==> src/rtl/down_counter_tff_pkg.sv <==
// Shared constants and types for the down counter and its up-counter siblings.
// Provides the default width, the widest legal all-ones value and the per-edge action type.
// No logic; imported by the interface and the counter.
package down_counter_tff_pkg;

  localparam int unsigned DEFAULT_WIDTH = 4;
  localparam int unsigned MAX_WIDTH     = 16;

  // Wrap target for the widest legal counter; narrower counters take the low bits.
  localparam logic [MAX_WIDTH-1:0] ALL_ONES = '1;

  // What the counter does at the next rising edge.
  typedef enum logic [2:0] {
    ACT_HOLD   = 3'd0,
    ACT_LOAD   = 3'd1,
    ACT_DEC    = 3'd2,
    ACT_WRAP   = 3'd3,
    ACT_RELOAD = 3'd4
  } action_e;

  // All-ones value of a given width, as used for wrap checks.
  function automatic logic [MAX_WIDTH-1:0] all_ones(input int unsigned width);
    return ALL_ONES >> (MAX_WIDTH - width);
  endfunction

endpackage

==> src/rtl/down_counter_tff_if.sv <==
// Control and status bundle of one down counter stage.
// The master drives enable/load/din/auto_reload; the counter (slave) drives q/zero/borrow_out/done.
// Cascading connects one stage's borrow_out to the next stage's enable.
interface down_counter_tff_if
  import down_counter_tff_pkg::*;
#(
  parameter int WIDTH = DEFAULT_WIDTH
);

  logic             enable;
  logic             load;
  logic             auto_reload;
  logic [WIDTH-1:0] din;
  logic [WIDTH-1:0] q;
  logic             zero;
  logic             borrow_out;
  logic             done;

  modport master (
    output enable, load, auto_reload, din,
    input  q, zero, borrow_out, done
  );

  modport slave (
    input  enable, load, auto_reload, din,
    output q, zero, borrow_out, done
  );

endinterface

==> src/rtl/down_counter_tff_tff.sv <==
// Toggle flip-flop cell: q inverts on a rising clock edge when t is high.
// Latency: one clock from t to the new q; clear is asynchronous and immediate.
// No backpressure.
module tff (
  output logic q,
  input  logic t,
  input  logic clock,
  input  logic clear
);

  // Toggle state, cleared asynchronously.
  always_ff @(posedge clock or posedge clear) begin
    if (clear) begin
      q <= 1'b0;
    end else if (t) begin
      q <= ~q;
    end
  end

endmodule

==> src/rtl/down_counter_tff.sv <==
// Binary down counter built from tff cells with load, enable, auto-reload and borrow-out.
// Latency: one clock from load/enable to the new q; zero/borrow_out are combinational, done is registered.
// No backpressure; borrow_out feeds the next stage's enable combinationally.
module down_counter_tff
  import down_counter_tff_pkg::*;
#(
  parameter int WIDTH = DEFAULT_WIDTH
) (
  input logic                clock,
  input logic                clear,
  down_counter_tff_if.slave  bus
);

  logic [WIDTH-1:0] q_cur;
  logic [WIDTH-1:0] t_cnt;
  logic [WIDTH-1:0] t_ld;
  logic [WIDTH-1:0] t;
  logic             cnt_zero;
  logic             done_r;
  logic             done_next;
  action_e          action;

  assign cnt_zero = (q_cur == '0);

  // Decide what the next edge does; load beats enable, zero picks wrap or reload.
  always_comb begin
    action = ACT_HOLD;
    if (bus.load) begin
      action = ACT_LOAD;
    end else if (bus.enable) begin
      if (!cnt_zero) begin
        action = ACT_DEC;
      end else if (bus.auto_reload) begin
        action = ACT_RELOAD;
      end else begin
        action = ACT_WRAP;
      end
    end
  end

  // Count path: a bit toggles when every lower bit is zero (borrow ripples up).
  // At q == 0 every bit toggles, which is exactly the wrap to all-ones.
  genvar i;
  generate
    for (i = 0; i < WIDTH; i++) begin : g_bit
      if (i == 0) begin : g_lsb
        assign t_cnt[i] = bus.enable;
      end else begin : g_upper
        assign t_cnt[i] = bus.enable & ~|q_cur[i-1:0];
      end

      tff u_tff (
        .q     (q_cur[i]),
        .t     (t[i]),
        .clock (clock),
        .clear (clear)
      );
    end
  endgenerate

  // Load path: toggle exactly the bits that differ from din.
  assign t_ld = q_cur ^ bus.din;

  // Per-bit mux between load/reload and count toggles.
  always_comb begin
    t = '0;
    case (action)
      ACT_LOAD, ACT_RELOAD: t = t_ld;
      ACT_DEC, ACT_WRAP:    t = t_cnt;
      default:              t = '0;
    endcase
  end

  // Only a counted 1 -> 0 step raises done; loading zero does not.
  assign done_next = (action == ACT_DEC) && (q_cur == WIDTH'(1));

  // One-cycle done pulse, dropped at once by clear.
  always_ff @(posedge clock or posedge clear) begin
    if (clear) begin
      done_r <= 1'b0;
    end else begin
      done_r <= done_next;
    end
  end

  assign bus.q          = q_cur;
  assign bus.zero       = cnt_zero;
  assign bus.borrow_out = bus.enable & cnt_zero;
  assign bus.done       = done_r;

endmodule

==> src/flat_wrapper.sv <==
// flat-port wrapper written by rule: the top's interface ports become plain ports
module down_counter_tff_flat import down_counter_tff_pkg::*;
#(
  parameter int WIDTH = DEFAULT_WIDTH
)
  (clock, clear, bus_enable, bus_load, bus_auto_reload, bus_din, bus_q, bus_zero, bus_borrow_out, bus_done);
  down_counter_tff_if #(.WIDTH(WIDTH)) bus_i ();
  input logic clock;
  input logic clear;
  input wire logic [$bits(bus_i.enable)-1:0] bus_enable;
  input wire logic [$bits(bus_i.load)-1:0] bus_load;
  input wire logic [$bits(bus_i.auto_reload)-1:0] bus_auto_reload;
  input wire logic [$bits(bus_i.din)-1:0] bus_din;
  output wire logic [$bits(bus_i.q)-1:0] bus_q;
  output wire logic [$bits(bus_i.zero)-1:0] bus_zero;
  output wire logic [$bits(bus_i.borrow_out)-1:0] bus_borrow_out;
  output wire logic [$bits(bus_i.done)-1:0] bus_done;
  assign bus_i.enable = bus_enable;
  assign bus_i.load = bus_load;
  assign bus_i.auto_reload = bus_auto_reload;
  assign bus_i.din = bus_din;
  assign bus_q = bus_i.q;
  assign bus_zero = bus_i.zero;
  assign bus_borrow_out = bus_i.borrow_out;
  assign bus_done = bus_i.done;
  down_counter_tff #(.WIDTH(WIDTH)) u_core (.clock(clock), .clear(clear), .bus(bus_i));
endmodule
==> config.mk <==
export PLATFORM = sky130hd
export DESIGN_NAME = down_counter_tff_flat
export DESIGN_NICKNAME = d
export VERILOG_FILES = /design/src/rtl/down_counter_tff_pkg.sv /design/src/rtl/down_counter_tff_if.sv /design/src/rtl/down_counter_tff_tff.sv /design/src/rtl/down_counter_tff.sv /design/src/flat_wrapper.sv
export SDC_FILE = /design/constraint.sdc
export NUM_CORES = 1
export LEC_CHECK = 0
export ABC_AREA = 1
export ABC_CLOCK_PERIOD_IN_PS = 1200
export BUFFER_PORTS_ARGS = -buffer_cell sky130_fd_sc_hd__buf_2
export CORE_AREA = 3 3 40 42
export CTS_BUF_LIST = sky130_fd_sc_hd__clkbuf_16
export CTS_CLUSTER_DIAMETER = 120
export CTS_CLUSTER_SIZE = 20
export DETAILED_ROUTE_END_ITERATION = 6
export DIE_AREA = 0 0 43 45
export GPL_ROUTABILITY_DRIVEN = 0
export PLACE_DENSITY = 0.68
export SETUP_SLACK_MARGIN = 0.05
export SYNTH_ARGS = -nofsm -noshare
export SYNTH_HDL_FRONTEND = slang
export SYNTH_SLANG_ARGS = --single-unit
==> constraint.sdc <==
create_clock -name clock -period 1.2 [get_ports clock]
set_input_delay 0.12 -clock clock [delete_from_list [all_inputs] [get_ports clock]]
set_output_delay 0.12 -clock clock [all_outputs]
set_load 0.01 [all_outputs]
==> out/qor.yml <==
max_freq_ghz: 0.801
syn_area_per_cell_sq_um: 7.44
finalSetupTns_ns: -0.0680
max-vdd-ir-drop_mv: 1.75
max_cap_viol_count: 0
switching_power_w: 0.000504
cts_made_buffers: 3
initial_utilization_pct: 31.8
yosys_warnings: 0
numPortBuffers: 15
ant_nets: 0
postSynthCellCount: 55
globalRouteTotalUtil_pct: 10.1
holdCritStartpoint: "bus_load"
yosys.area.top_type: "dfrtp_1"
arrival_ns: 1.13
power_density_nw_per_um2: 2280
skew_ns: 0.0000660
synthTopCellsByArea: "dfrtp_1 31%, nand2_1 15%, nand3_2 7.3%"
hp-class: "input pin to flip-flop"
grt.busiest_layer: "met2"
synth_top_family_by_area: "simple AND/OR/NAND/NOR gates"
area_delta_synth_final_pct: 67.9
ys_seq_area_share_pct: 30.6
syn_area_sq_um: 409
outcome: "complete, but fails checks"
muxShareOfSynthArea_pct: 0
worstRegToRegCells: 8
finalSetupViolations: 2
rows: 13
place_ws_ns: 0.0137
grt_pass1_vias: 366
clk_path_buf_depth: 2
drive_gt1_share_pct: 50.6
io_pins: 16
drt_iter0_drc: 5
drt_first_pass_iters: 4
worstHoldPathCells: 2
hold_slack_ns: 0.191
die_area_sq_um: 1940
p_seq_share_pct: 17.5
synth_xor_area_share_pct: 6.42
violations: "setup timing"
fill_cells: 128
yosysTopAreaCellShare_pct: 30.6
slew_viol_final: 0
cts.sinks: 5
critPathMaxFanout: 3
r2r-start: "u_core.g_bit[1].u_tff.q"
drc_errors: 0
via_count: 415
dpl.cell_count: 84
fp.dieW_um: 43
power_frac_comb_pct: 48.9
r2r_end: "u_core.g_bit[1].u_tff.q"
clk_latency_ns: 0.22
synth_fp_nets: 64
grt_use_met1_pct: 12.0
relSlewSlack_pct: 84.5
worst_pin_slew_ns: 0.233
ctsRootBufferMaster: "clkbuf_16"
stdcell_count: 96
worstSetupStartpoint: "u_core.g_bit[1].u_tff.q"
use_met3_pct: 2.39
layout_commonest_cell: "buf_2"
fin_ws_ns: -0.0483
ys_types: 15
dp_hpwl_um: 643
synth_compound_area_share_pct: 1.83
crit_path_end_kind: "primary output"
synth-adder-area-share_pct: 0
clkTransAtPathRegs_ns: 0.03
core_sq_um: 1280
antennaDiodeCount: 0
switching_share_pct: 32.2
path_class: "flip-flop to primary output"
rsz0062_at_grt: "yes"
grt.overflow.total: 0
p_leak_nw: 0.374
die_y_um: 45
rrSetupSlack_ns: 0.01
synthSimpleGateAreaFrac_pct: 46.5
whs_endpoint: "u_core.bus.done"
most-common-layout-cells: "14 x buf_2, 13 x nand2_1, 8 x buf_4"
crit_required_ns: 1.08
antenna_found_initial: 0
grt_pass1_wl_mm: 1.39
tritoncts: "built"
clockPowerShare_pct: 33.6
post_drt_wl_per_cell_um: 8.86
p_int_w: 0.00106
fin_crit_ns: 1.25
cp-start-kind: "flip-flop"
grt_util_met2_pct: 15.3
ys_seq_elements: 5
h-tree-depth: 1
final_nets: 91
period_share_pct: 104
viasPerCell: 4.32
grt_start_max_net_pins: 6
finalWirelength_um: 851
hold_viol: 0
## sequential cells by signal, summed over array words and instances (netlist names)
name / flops
u_core.g_bit.u_tff.q: 4
u_core.bus.done: 1
## power groups by stage
stage / clock network, W / logic [W] / registers, W
after floorplan: 0 / 0.000390 / 0.000304
after global placement: 0 / 0.000553 / 0.000280
after detailed placement: 0 / 0.000556 / 0.000280
after CTS: 0.000537 / 0.000661 / 0.000270
after global routing: 0.000555 / 0.000851 / 0.000280
final: 0.000525 / 0.000765 / 0.000274
## synthesized netlist by cell type
library cell	count
and2_4	1
buf_4	4
dfrtp_1	5
inv_1	8
nand2_1	16
nand2_4	1
nand3_1	5
nand3_2	3
nand4_1	1
nor2_1	3
nor2_2	2
nor2_8	1
nor3_1	1
o211ai_1	1
xor2_1	3
## layer usage
layer | wire length (um) | vias up
li1 | - | 220
met4 | 12 | 0
met5 | 0 | -
met2 | 429 | 9
met3 | 32 | 2
met1 | 377 | 184
## worst max path at each step
stage,end,slack (ns),depth (start not counted)
3_5_place_dp,u_core.g_bit[1].u_tff.q,0.01,7
5_1_grt,bus_borrow_out,-0.13,5
2_1_floorplan,u_core.g_bit[1].u_tff.q,0.09,7
6_report,bus_borrow_out,-0.05,5
3_3_place_gp,u_core.g_bit[1].u_tff.q,0.07,7
4_1_cts,bus_borrow_out,-0.03,5
## per-stage QoR
step / area (sq um) / util [%] / power (W)
final: 687 / 53.5 / 0.00156
after global routing: 687 / 53.5 / 0.00169
after CTS: 624 / 48.6 / 0.00147
after detailed placement: 495 / 38.6 / 0.000836
after global placement: 495 / 38.6 / 0.000833
after floorplan: 409 / - / 0.000694
## critical path, cell delays in order, from the launching register on
cell	delay (ns)
dfrtp_1	0.39
nor2_4	0.13
and2_4	0.16
inv_2	0.03
nor2_1	0.06
buf_2	0.13
## area by class of cell
cell class / count / area, sq um / area share, %
flip-flops and latches: 5 / 125 / 18.2
well taps: 15 / 18.8 / 2.73
inverters: 8 / 30.0 / 4.37
multi-input cells: 38 / 260 / 37.9
clock buffers: 3 / 75.1 / 10.9
repair buffers: 26 / 174 / 25.3
clock inverters: 1 / 3.75 / 0.546
## repair_timing
item                       in CTS  in global routing
cloned                          0                  0
gates resized for setup         2                 10
pin swaps                       3                  5
buffers inserted                5                  2
setup endpoints to repair       5                  6
hold endpoints to repair        5                  0
hold buffers                    1                  0
## logic make-up (layout without fill, tap and decap cells)
| group | Yosys count | count (layout) |
|---|---|---|
| xor+xnor | 3 | 3 |
| buf+inv | 12 | 38 |
| flops | 5 | 5 |
| compound gates | 1 | 1 |
| simple gates | 34 | 34 |
Power figures use the tool's default switching activity.
